`src/rtl/dfswt_peak_tracker.sv`:
```
// -----------------------------------------------------------------------------
// dfswt_peak_tracker
//
// Picks the strongest bin of each serially streamed magnitude frame and
// reports it with hysteresis and hold-over, so the reported bin does not
// chatter between neighbouring bins or drop out on a single weak frame.
//
// Ports:
//   clock        system clock
//   reset        synchronous, active-high reset
//   enable       global advance; when low all state and the pipeline freeze
//   mag_valid    mag_data valid this cycle (qualified by enable)
//   mag_data     signed magnitude of the current bin
//   mag_last     marks the final bin of a frame (qualified by mag_valid)
//   threshold    signed detection threshold, sampled with bin 0
//   peak_valid   one-cycle pulse per completed good frame
//   peak_found   a peak is currently held
//   peak_bin     held peak bin index
//   peak_mag     held peak bin magnitude from the latest frame
//   frame_error  one-cycle pulse on a frame-length violation
// -----------------------------------------------------------------------------
module dfswt_peak_tracker #(
    parameter int BINS        = 16,
    parameter int LOG         = 4,
    parameter int WIDTH       = 32,
    parameter int HYST_SHIFT  = 3,
    parameter int HOLD_FRAMES = 4
) (
    input  logic                    clock,
    input  logic                    reset,
    input  logic                    enable,
    input  logic                    mag_valid,
    input  logic signed [WIDTH-1:0] mag_data,
    input  logic                    mag_last,
    input  logic signed [WIDTH-1:0] threshold,
    output logic                    peak_valid,
    output logic                    peak_found,
    output logic [LOG-1:0]          peak_bin,
    output logic signed [WIDTH-1:0] peak_mag,
    output logic                    frame_error
);

    typedef enum logic {SCAN, DRAIN} state_t;

    localparam int             MISS_W   = $clog2(HOLD_FRAMES + 1);
    localparam logic [LOG-1:0] LAST_BIN = LOG'(BINS - 1);
    localparam logic [MISS_W-1:0] MISS_MAX = MISS_W'(HOLD_FRAMES);

    state_t                    state;
    logic [LOG-1:0]            bin_cnt;
    logic [MISS_W-1:0]         miss_cnt;

    // Running scan of the current frame. best is loaded from threshold on
    // bin 0 and only ever rises, so it doubles as the latched threshold.
    logic signed [WIDTH-1:0]   best;
    logic                      cand_valid;
    logic [LOG-1:0]            cand_bin;
    logic signed [WIDTH-1:0]   cur_held;

    // Report stage: one completed frame waiting for its decision.
    logic                      rpt_pending;
    logic                      rpt_cand_valid;
    logic [LOG-1:0]            rpt_cand_bin;
    logic signed [WIDTH-1:0]   rpt_cand_mag;
    logic signed [WIDTH-1:0]   rpt_cur_held;

    // Scan results including the sample on the bus this cycle.
    logic                      first_bin;
    logic signed [WIDTH-1:0]   best_ref;
    logic                      beats;
    logic                      f_valid;
    logic [LOG-1:0]            f_bin;
    logic signed [WIDTH-1:0]   f_mag;
    logic signed [WIDTH-1:0]   f_held;

    // Decision terms for the report stage.
    logic signed [WIDTH:0]     held_ext;
    logic signed [WIDTH:0]     cand_ext;
    logic signed [WIDTH:0]     margin;
    logic                      switch_ok;
    logic [MISS_W-1:0]         miss_inc;

    // NOTE: every always_comb output gets a value on every path (here by
    // direct assignment), otherwise synthesis infers a latch.
    always_comb begin
        first_bin = (bin_cnt == '0);
        best_ref  = first_bin ? threshold : best;
        // Strictly greater: ties keep the lower (earlier) index.
        beats     = (mag_data > best_ref);
        f_valid   = beats | (cand_valid & ~first_bin);
        f_bin     = beats ? bin_cnt  : cand_bin;
        f_mag     = beats ? mag_data : best_ref;
        if (bin_cnt == peak_bin) begin
            f_held = mag_data;
        end else begin
            f_held = first_bin ? '0 : cur_held;
        end

        // Hysteresis in WIDTH+1 bits so cur_held + cur_held/8 cannot wrap.
        held_ext  = {rpt_cur_held[WIDTH-1], rpt_cur_held};
        cand_ext  = {rpt_cand_mag[WIDTH-1], rpt_cand_mag};
        margin    = held_ext + (held_ext >>> HYST_SHIFT);
        switch_ok = (cand_ext > margin);

        miss_inc  = (miss_cnt == MISS_MAX) ? miss_cnt : miss_cnt + 1'b1;
    end

    // NOTE: sequential state uses non-blocking assignments only, so every
    // register samples the pre-edge values regardless of statement order.
    // NOTE: the reset clears the data registers too; they are few and it
    // keeps the post-reset outputs fully defined.
    always_ff @(posedge clock) begin
        if (reset) begin
            state          <= SCAN;
            bin_cnt        <= '0;
            miss_cnt       <= '0;
            best           <= '0;
            cand_valid     <= 1'b0;
            cand_bin       <= '0;
            cur_held       <= '0;
            rpt_pending    <= 1'b0;
            rpt_cand_valid <= 1'b0;
            rpt_cand_bin   <= '0;
            rpt_cand_mag   <= '0;
            rpt_cur_held   <= '0;
            peak_valid     <= 1'b0;
            peak_found     <= 1'b0;
            peak_bin       <= '0;
            peak_mag       <= '0;
            frame_error    <= 1'b0;
        end else begin
            // Pulses last exactly one cycle and are never issued while frozen.
            peak_valid  <= 1'b0;
            frame_error <= 1'b0;

            if (enable) begin
                if (rpt_pending) begin
                    rpt_pending <= 1'b0;
                    peak_valid  <= 1'b1;
                    if (!rpt_cand_valid) begin
                        miss_cnt <= miss_inc;
                        if (miss_inc == MISS_MAX) begin
                            peak_found <= 1'b0;
                        end else begin
                            peak_mag <= rpt_cur_held;
                        end
                    end else begin
                        miss_cnt <= '0;
                        if (!peak_found || rpt_cand_bin == peak_bin || switch_ok) begin
                            peak_found <= 1'b1;
                            peak_bin   <= rpt_cand_bin;
                            peak_mag   <= rpt_cand_mag;
                        end else begin
                            peak_mag <= rpt_cur_held;
                        end
                    end
                end

                if (mag_valid) begin
                    case (state)
                        SCAN: begin
                            if (mag_last && bin_cnt == LAST_BIN) begin
                                // Loading here overrides the clear above, so
                                // back-to-back frames never lose a report.
                                rpt_pending    <= 1'b1;
                                rpt_cand_valid <= f_valid;
                                rpt_cand_bin   <= f_bin;
                                rpt_cand_mag   <= f_mag;
                                rpt_cur_held   <= f_held;
                                bin_cnt        <= '0;
                            end else if (mag_last) begin
                                frame_error <= 1'b1;
                                bin_cnt     <= '0;
                            end else if (bin_cnt == LAST_BIN) begin
                                frame_error <= 1'b1;
                                state       <= DRAIN;
                            end else begin
                                best       <= f_mag;
                                cand_valid <= f_valid;
                                cand_bin   <= f_bin;
                                cur_held   <= f_held;
                                bin_cnt    <= bin_cnt + 1'b1;
                            end
                        end
                        DRAIN: begin
                            if (mag_last) begin
                                state   <= SCAN;
                                bin_cnt <= '0;
                            end
                        end
                        default: state <= SCAN;
                    endcase
                end
            end
        end
    end

endmodule

```
`config.mk`:
```
export PLATFORM = sky130hd
export DESIGN_NAME = dfswt_peak_tracker
export DESIGN_NICKNAME = d
export VERILOG_FILES = /design/src/rtl/dfswt_peak_tracker.sv
export SDC_FILE = /design/constraint.sdc
export NUM_CORES = 1
export LEC_CHECK = 0
export ABC_AREA = 1
export BUFFER_PORTS_ARGS = -buffer_cell sky130_fd_sc_hd__buf_2
export CORE_MARGIN = 10
export CORE_UTILIZATION = 40
export CTS_CLUSTER_DIAMETER = 120
export DETAILED_ROUTE_END_ITERATION = 8
export SYNTH_ARGS = -nofsm -noshare
export SYNTH_HDL_FRONTEND = slang
export SYNTH_SLANG_ARGS = --single-unit
```
`constraint.sdc`:
```
create_clock -name clock -period 3.8 [get_ports clock]
set_input_delay 0.19 -clock clock [delete_from_list [all_inputs] [get_ports clock]]
set_output_delay 0.19 -clock clock [all_outputs]
set_load 0.02 [all_outputs]
```
== Yosys cells after proc, flatten, opt, wreduce, memory -nomap -nowiden ==
Cells that the tools add are included.

* Add/subtract/negate cells: 3
* $lt $le $gt $ge: 2
* Equality and inequality tests: 9
* Muxes and demuxes: 28
* Bitwise logic cells: 9
* Reduce and logical (&&, ||, !) cells: 16

{| class="wikitable"
|+ Operators with widths
! kind !! count
|-
| 2-to-1 mux 32 bit || 7
|-
| adder 32 x 29 -> 33 bit || 1
|-
| > comparator 32 x 33 -> 1 bit || 1
|-
| > comparator 32 bit || 1
|-
| 2-to-1 mux 4 bit || 5
|-
| AND reduction 4 bit || 4
|-
| 2-to-1 mux 1 bit || 12
|-
| == test 4 bit || 2
|-
| one-hot mux 4 bit (2 select lines) || 1
|-
| inverter 1 bit || 7
|-
| == test 3 bit (second input constant) || 2
|-
| 2-to-1 mux 3 bit || 2
|-
| AND reduction 6 bit || 1
|-
| OR reduction 5 bit || 1
|-
| adder 4 x 1 -> 4 bit (second input constant) || 1
|-
| == test 4 bit (second input constant) || 1
|-
| zero test 4 bit || 1
|-
| inequality test 2 bit (second input constant) || 2
|-
| inequality test 4 bit (second input constant) || 1
|-
| AND reduction 2 bit || 2
|-
| adder 3 x 1 -> 3 bit (second input constant) || 1
|-
| AND reduction 3 bit || 1
|-
| logical OR 1 bit || 2
|-
| inequality test 2 x 1 -> 1 bit (second input constant) || 1
|-
| other kinds (7) || 7
|}

* Bits in registers: 186
* Input bits: 69
* Output and inout bits: 39
* Word-level logic and storage cells: 84

== Logic depth before layout (Yosys ltp) ==
Gate-level depths: netlist of the first run.

* Word-level depth: 5
* Gate-level depth with buffers: 28
* Mapped depth without buffers: 27

== Least setup slack after synthesis of the first run ==
No wires, ideal clock.

* Path kind: register to register
* Start point: reg rpt_cur_held[3]
* End point: reg peak_mag[13]
* Library setup time: 0.132 ns
* Arrival: 3.783 ns
* Required time: 3.668 ns
* Slack: -0.115 ns
* Stages on the path, launching flop included: 27
* Buffers on the path: 1
* Clock period less this slack: 3.915 ns
* Cell sequence: dfxtp_1 -> ha_1 -> inv_1 -> fa_1 -> o21ai_0 -> a21oi_1 -> o21ai_0 -> a21oi_1 -> o21ai_0 -> nand2_1 -> nand3b_1 -> nand2_1 -> ha_1 -> nand2_1 -> nor2_1 -> nand2_1 -> nor2_1 -> nand2_1 -> nand2_1 -> nor2_1 -> nand2_1 -> nand2_1 -> nand3_1 -> clkbuf_1 -> nand3_1 -> nand3_1 -> a21oi_1

* Longest elaborated chain between the ends: 5

{| class="wikitable"
|+ RTL lines
! element !! line !! RTL
|-
| from (decl) || 65 || <nowiki>logic signed [WIDTH-1:0] rpt_cur_held;</nowiki>
|-
| from (signal assigned) || 169 || <nowiki>rpt_cur_held <= f_held;</nowiki>
|-
| adder 32 x 29 -> 33 bit || 102 || <nowiki>margin = held_ext + (held_ext >>> HYST_SHIFT);</nowiki>
|-
| > comparator 32 x 33 -> 1 bit || 103 || <nowiki>switch_ok = (cand_ext > margin);</nowiki>
|-
| logical OR 1 bit || 149 || <nowiki>if (!peak_found || rpt_cand_bin == peak_bin || switch_ok) begin</nowiki>
|-
| 2-to-1 mux 32 bit || 149 ||
|-
| 2-to-1 mux 32 bit || 140 || <nowiki>if (!rpt_cand_valid) begin</nowiki>
|-
| to (signal assigned) || 145 || <nowiki>peak_mag <= rpt_cur_held;</nowiki>
|-
| to (signal assigned) || 152 || <nowiki>peak_mag <= rpt_cand_mag;</nowiki>
|-
| to (signal assigned) || 154 || <nowiki>peak_mag <= rpt_cur_held;</nowiki>
|-
| to (decl) || 39 || <nowiki>output logic signed [WIDTH-1:0] peak_mag,</nowiki>
|}

No other way between the ends.
A chain may end at the register's enable or synchronous reset.

== Worst setup path after layout of the first run ==
* Start point: reg rpt_cur_held[3]
* End point: reg peak_mag[26]

The elaborated chain is that of the path after synthesis.

==> results.json, run 1 <==
{
  "ys_seq_area_share_pct": 30.1,
  "cts_hold_buffers": 0,
  "drive_gt1_share_pct": 20.1,
  "critPathMaxStageDelay_ns": 0.37,
  "leakage_nw": 7.75,
  "peakVddDrop_v": 0.000324,
  "p_per_area_nw_per_um2": 305,
  "overflow": 0,
  "critPathLaunchType": "flop",
  "dp_cells": 2431,
  "critPathRequiredTime_ns": 4.16,
  "cts_made_buffers": 17,
  "instances_no_fill": 2475,
  "grt_pass1_vias": 11800,
  "rows": 64,
  "fin_area_sq_um": 15500,
  "outcome": "finished, violations left",
  "fmax_mhz": 261,
  "dp_hpwl_microns": 29400,
  "syn_inst": 1903,
  "max_slew_margin_pct": 21.3,
  "arrival_ns": 4.18,
  "gp_congestion": 0.942,
  "cts_tree": "built",
  "initial_core_util_pct": 40.5,
  "fin_skew_ns": 0.0142,
  "ant_nets": 0,
  "synth.avg_cell_area_sq_um": 6.49,
  "cts_buffer_depth": 2,
  "tightest_slew_ns": 1.18,
  "drc_errors": 0,
  "h-tree-depth": 4,
  "syn-cell-area_sq_um": 12400,
  "syn_to_final_growth_pct": 25.8,
  "routed_wl_microns": 40500,
  "rsz0062_at_grt": "true",
  "drv_cap": 0,
  "grt_use_total_pct": 19.8,
  "antenna_found_initial": 0,
  "clkLatencyLatePin_ns": 0.44,
  "cp_common_cell": "buf_4",
  "synthesis.nets": 2073,
  "violations": "negative setup slack",
  "yosysWarnings": 0,
  "path_cells": "ha_4 -> inv_2 -> fa_2 -> o21ai_2 -> a21oi_2 -> o21ai_2 -> a21oi_2 -> buf_4 -> buf_4 -> xor2_1 -> ha_1 -> nand2_1 -> buf_4 -> nor2_2 -> nand4_1 -> nor2_1 -> nor2_1 -> nand2_2 -> nand3_4 -> buf_12 -> clkbuf_16 -> nand3_1 -> nand3_1 -> a21oi_1",
  "wl_per_cell_microns": 16.3,
  "dp_slack_ns": -0.394,
  "ys_ff_latch": 186,
  "period_minus_slack_ns": 3.83,
  "grt_max_degree": 100,
  "grt_pass1_wl_microns": 62700,
  "die_h_microns": 196,
  "vias": 12700,
  "period_share_pct": 101,
  "viasPerCell": 5.15,
  "cts_root_buffer": "clkbuf_16",
  "n_antenna_cell": 0,
  "first_iter_violations": 1045,
  "tns_ns": -0.152,
  "cts_sinks": 186,
  "setup_viol": 12,
  "path_clk_slew_ns": 0.07,
  "dr.pass1.iters": 6,
  "core_area_sq_um": 30500,
  "criticalPathCategory": "flop to flop",
  "path_max_fanout": 4,
  "fin_ws_ns": -0.0258,
  "post_dp_cell_area_sq_um": 14000,
  "nets": 2236,
  "ios": 108,
  "cp-end-kind": "flop",
  "die_w_microns": 196,
  "hold_path.class": "primary input to flop",
  "finalHoldViolCount": 0,
  "synth_cell_types": 35,
  "layout_common_cells": "367 x inv_1, 337 x nand2_1, 178 x nand3_1",
  "crit_path_top_delay_cell": "dfxtp_4",
  "portBuffers": 107,
  "fp.dieArea_sq_um": 38300,
  "final_common_cell": "inv_1",
  "drv_slew": 0
}
## synthesized netlist by cell type (all sizes together)
library cell    n  area (sq um)
o21bai         36           270
nand4          45           288
nand3         189           963
clkbuf         72           270
fa              1          20.0
nand2         364          1370
o21ai         160           801
ha            100          1250
xnor2          21           184
a211oi          1          7.51
a21oi         203          1020
o211ai          1          7.51
nor2           79           299
buf            20          97.6
o221ai          2          17.5
a21boi          1          7.51
dfxtp         186          3720
xor2           16           140
a31oi           3          18.8
inv           373          1400
nand3b          2          15.0
o311ai          1          8.76
nor4            2          12.5
o21a            7          52.6
a221oi          1          8.76
a21o            5          37.5
nor3           11          55.1
nor4b           1          15.0
## layout make-up
| class | count | area (sq um) |
|---|---|---|
| clock buffers | 20 | 457 |
| well taps | 396 | 495 |
| repair buffers | 236 | 1680 |
| fillers | 3065 | 15000 |
| clock inverters | 12 | 163 |
| multi-input cells | 1252 | 7580 |
| flip-flops and latches | 186 | 3780 |
| inverters | 373 | 1400 |
## worst max-delay path, delay by kind of cell (launching register included)
| kind | cells | cell delay, ns |
|---|---|---|
| DFF | 1 | 0.37 |
| adders and majority gates | 3 | 0.78 |
| buffers and inverters | 6 | 0.76 |
| xor gates and xnor gates | 1 | 0.14 |
| AOI/OAI and AO/OA | 5 | 0.73 |
| and+or+nand+nor | 9 | 0.97 |
## path summary, 6_finish.rpt
kind	from	slack [ns]	to	depth (start not counted)
hold / removal	enable	0.04	rpt_pending	4
setup / recovery	rpt_cur_held[3]	-0.03	peak_mag[26]	24
hold reg to reg	peak_mag[7]	0.46	peak_mag[7]	2
setup reg to reg	rpt_cur_held[3]	-0.03	peak_mag[26]	24
## power by group
group	total (W)	internal, W	switching, W
Clock	0.00189	0.00108	0.000814
Combinational	0.000855	0.000277	0.000578
Sequential	0.00200	0.00198	0.0000157
Total	0.00475	0.00334	0.00141
## cell families after synthesis
| logic type | synth area share [%] |
|---|---|
| XOR/XNOR | 2.62 |
| AND/OR/NAND/NOR | 24.4 |
| AO/OA/AOI/OAI | 18.2 |
| adder cells (fa/ha/maj) | 10.3 |
| buffers and inverters | 14.3 |
| flip-flops | 30.1 |
## through the flow
stage          power, W  hold WS [ns]  utilization [%]
5_1_grt         0.00496        0.0607             51.0
2_1_floorplan   0.00263         0.353                -
3_3_place_gp    0.00285         0.451             45.8
6_report        0.00475        0.0355             51.0
4_1_cts         0.00476        0.0191             48.5
3_5_place_dp    0.00287         0.454             45.8
## flip-flops by register name, summed over array words and instances, names as in the netlist
name / flops
best: 32
bin_cnt: 4
cand_bin: 4
cand_valid: 1
cur_held: 32
frame_error: 1
miss_cnt: 3
peak_bin: 4
peak_found: 1
peak_mag: 32
peak_valid: 1
rpt_cand_bin: 4
rpt_cand_mag: 32
rpt_cand_valid: 1
rpt_cur_held: 32
rpt_pending: 1
state: 1
## timing repair
action                                  CTS  global route
pin swaps                                10            42
gates resized for setup                  42           141
setup buffers                             3             6
cloned                                    1             3
endpoints found under the setup margin   37           111
## routing by layer
metal  track usage (%)  vias up  routed length (microns)
met5                 0        -                        0
met4              4.38        0                      479
met3              2.51       29                     2180
met2              29.5      367                    17600
met1              29.6     5879                    20200
li1                  -     6466                        -
Note: power is estimated with default switching activity, not from simulation.
==> run 2: changes to the inputs <==
--- a/config.mk
+++ b/config.mk
@@ -6,9 +6,10 @@
 export NUM_CORES = 1
 export LEC_CHECK = 0
 export ABC_AREA = 1
-export BUFFER_PORTS_ARGS = -buffer_cell sky130_fd_sc_hd__buf_2
+export BUFFER_PORTS_ARGS = -buffer_cell sky130_fd_sc_hd__buf_4
 export CORE_MARGIN = 10
 export CORE_UTILIZATION = 40
+export CTS_BUF_LIST = sky130_fd_sc_hd__clkbuf_16
 export CTS_CLUSTER_DIAMETER = 120
 export DETAILED_ROUTE_END_ITERATION = 8
 export SYNTH_ARGS = -nofsm -noshare
==> run 2 against run 1 <==
Net effect:
- the flow now finishes without violations
- fmax up 0.94%
- global-route usage down 0.22 points
- register-to-register slack better by 0.04 ns
- non-clock buffer count down 17
- power down 3.2%
- first-iteration DRC count down 10%
- sequential share of layout area about the same
- cell count down 0.69%
- via count down 0.51%
- critical path type unchanged
- highest routed layer unchanged
==> results.json, run 2 (synthesized netlist as in run 1, its figures left out) <==
{
  "fmax_mhz": 264,
  "die_w_microns": 196,
  "drv_cap": 0,
  "grt_pass1_wl_microns": 61500,
  "holdPathEnd": "rpt_pending",
  "path_max_fanout": 6,
  "cts_buffer_depth": 2,
  "hold_path.class": "primary input to flop",
  "dp_hpwl_microns": 29100,
  "whs_path_depth": 4,
  "r2r_start": "rpt_cur_held[3]",
  "drive_gt1_share_pct": 18.5,
  "n_antenna_cell": 0,
  "critPathLaunchType": "flop",
  "core_area_sq_um": 30500,
  "r2r_cells": 26,
  "cts_tree": "built",
  "gp_congestion": 0.894,
  "first_iter_violations": 940,
  "overflow": 0,
  "rsz0062_at_grt": "true",
  "grt_pass1_vias": 11400,
  "initial_core_util_pct": 40.5,
  "outcome": "finished, final reports clean",
  "clkLatencyLatePin_ns": 0.44,
  "cts_made_buffers": 17,
  "viasPerCell": 5.16,
  "routed_wl_microns": 40000,
  "fp.dieArea_sq_um": 38300,
  "cp-end-kind": "flop",
  "final-seq-area_sq_um": 3770,
  "finalHoldViolCount": 0,
  "path_clk_slew_ns": 0.07,
  "drc_errors": 0,
  "crit_path_top_delay_cell": "fa_2",
  "cts_sinks": 186,
  "portBuffers": 107,
  "criticalPathCategory": "flop to flop",
  "arrival_ns": 4.09,
  "peakVddDrop_v": 0.000334,
  "setup_viol": 0,
  "fin_skew_ns": 0.0101,
  "layout_common_cells": "371 x inv_1, 338 x nand2_1, 204 x buf_4",
  "ant_nets": 0,
  "critPathMaxStageDelay_ns": 0.40,
  "max_slew_margin_pct": 23.3,
  "cts_root_buffer": "clkbuf_16",
  "leakage_nw": 7.66,
  "ios": 108,
  "dr.pass1.iters": 6,
  "antenna_found_initial": 0,
  "final_common_cell": "inv_1",
  "critPathRequiredTime_ns": 4.10,
  "h-tree-depth": 4,
  "rows": 64,
  "period_minus_slack_ns": 3.79,
  "grt_use_total_pct": 19.6,
  "tightest_slew_ns": 1.15,
  "die_h_microns": 196,
  "period_share_pct": 99.7,
  "wl_per_cell_microns": 16.3,
  "nets": 2219,
  "r2r_slack_ns": 0.01,
  "p_per_area_nw_per_um2": 296,
  "whs_ns": 0.0197,
  "vias": 12700,
  "syn_to_final_growth_pct": 25.7,
  "total_power_w": 0.00459,
  "drv_slew": 0,
  "reg2reg_to": "peak_mag[17]",
  "multiInputGateArea_sq_um": 7510,
  "grt_max_degree": 73,
  "cp_common_cell": "nand2_1",
  "hp-start": "enable",
  "final.fill_count": 3032,
  "cts_hold_buffers": 0
}
==> run 2: how the worst max path moves through the flow <==
| stage | from | end | slack (ns) | cells after the start |
|---|---|---|---|---|
| 2_1_floorplan | rpt_cur_held[3] | peak_mag[13] | -0.01 | 26 |
| 3_3_place_gp | rpt_cur_held[3] | peak_bin[0] | -0.15 | 27 |
| 3_5_place_dp | rpt_cur_held[3] | peak_bin[2] | -0.27 | 25 |
| 4_1_cts | rpt_cur_held[19] | peak_bin[2] | 0.004 | 25 |
| 5_1_grt | rpt_cur_held[3] | peak_mag[21] | -0.17 | 26 |
| 6_report | rpt_cur_held[3] | peak_mag[17] | 0.01 | 26 |
==> run 2: power by group <==
part           switching [W]  total, W  internal (W)  leakage, nW
clock               0.000783   0.00174      0.000957        0.276
sequential         0.0000157   0.00200       0.00198         1.52
combinational       0.000569  0.000854      0.000285         5.86
==> run 2: routing by layer <==
metal | wire length [microns] | global-route usage [%]
met2 | 17800 | 29.8
met5 | 0 | 0
met4 | 340 | 3.73
met3 | 2610 | 2.85
met1 | 19300 | 28.7
==> run 2: repair_timing <==
item | CTS | global route
buffers inserted | 2 | 3
endpoints found under the setup margin | 37 | 63
pin swaps | 6 | 36
gates resized for setup | 23 | 148
cloned | 0 | 3
==> run 2: per-stage QoR <==
step                      setup slack [ns]  cell area [sq um]  cells  setup TNS [ns]  util (%)
after CTS                          0.00356              14800   2452               0      48.5
after global routing                -0.167              15500   2458           -5.23      50.9
after floorplan                    -0.0126              12400   1903          -0.377         -
after global placement              -0.153              14200   2418           -4.95      46.4
after detailed placement            -0.275              14200   2418           -9.11      46.4
final                              0.00993              15500   2458               0      50.9
==> run 2: area by class of cell <==
class	instances	share of cell area, %
Multi-Input combinational cell	1252	48.4
Sequential cell	186	24.3
Tap cell	396	3.19
Clock buffer	17	2.74
Timing Repair Buffer	219	11.5
Inverter	373	9.02
Clock inverter	15	0.862
==> run 2: critical path, delay by kind of cell (launching register included) <==
family          cells  cell delay (ns)
compound gates      8             1.04
simple gates       10             0.94
fa+ha+maj           3             0.80
flops               1             0.37
buf+inv             4             0.34
xor+xnor            1             0.15
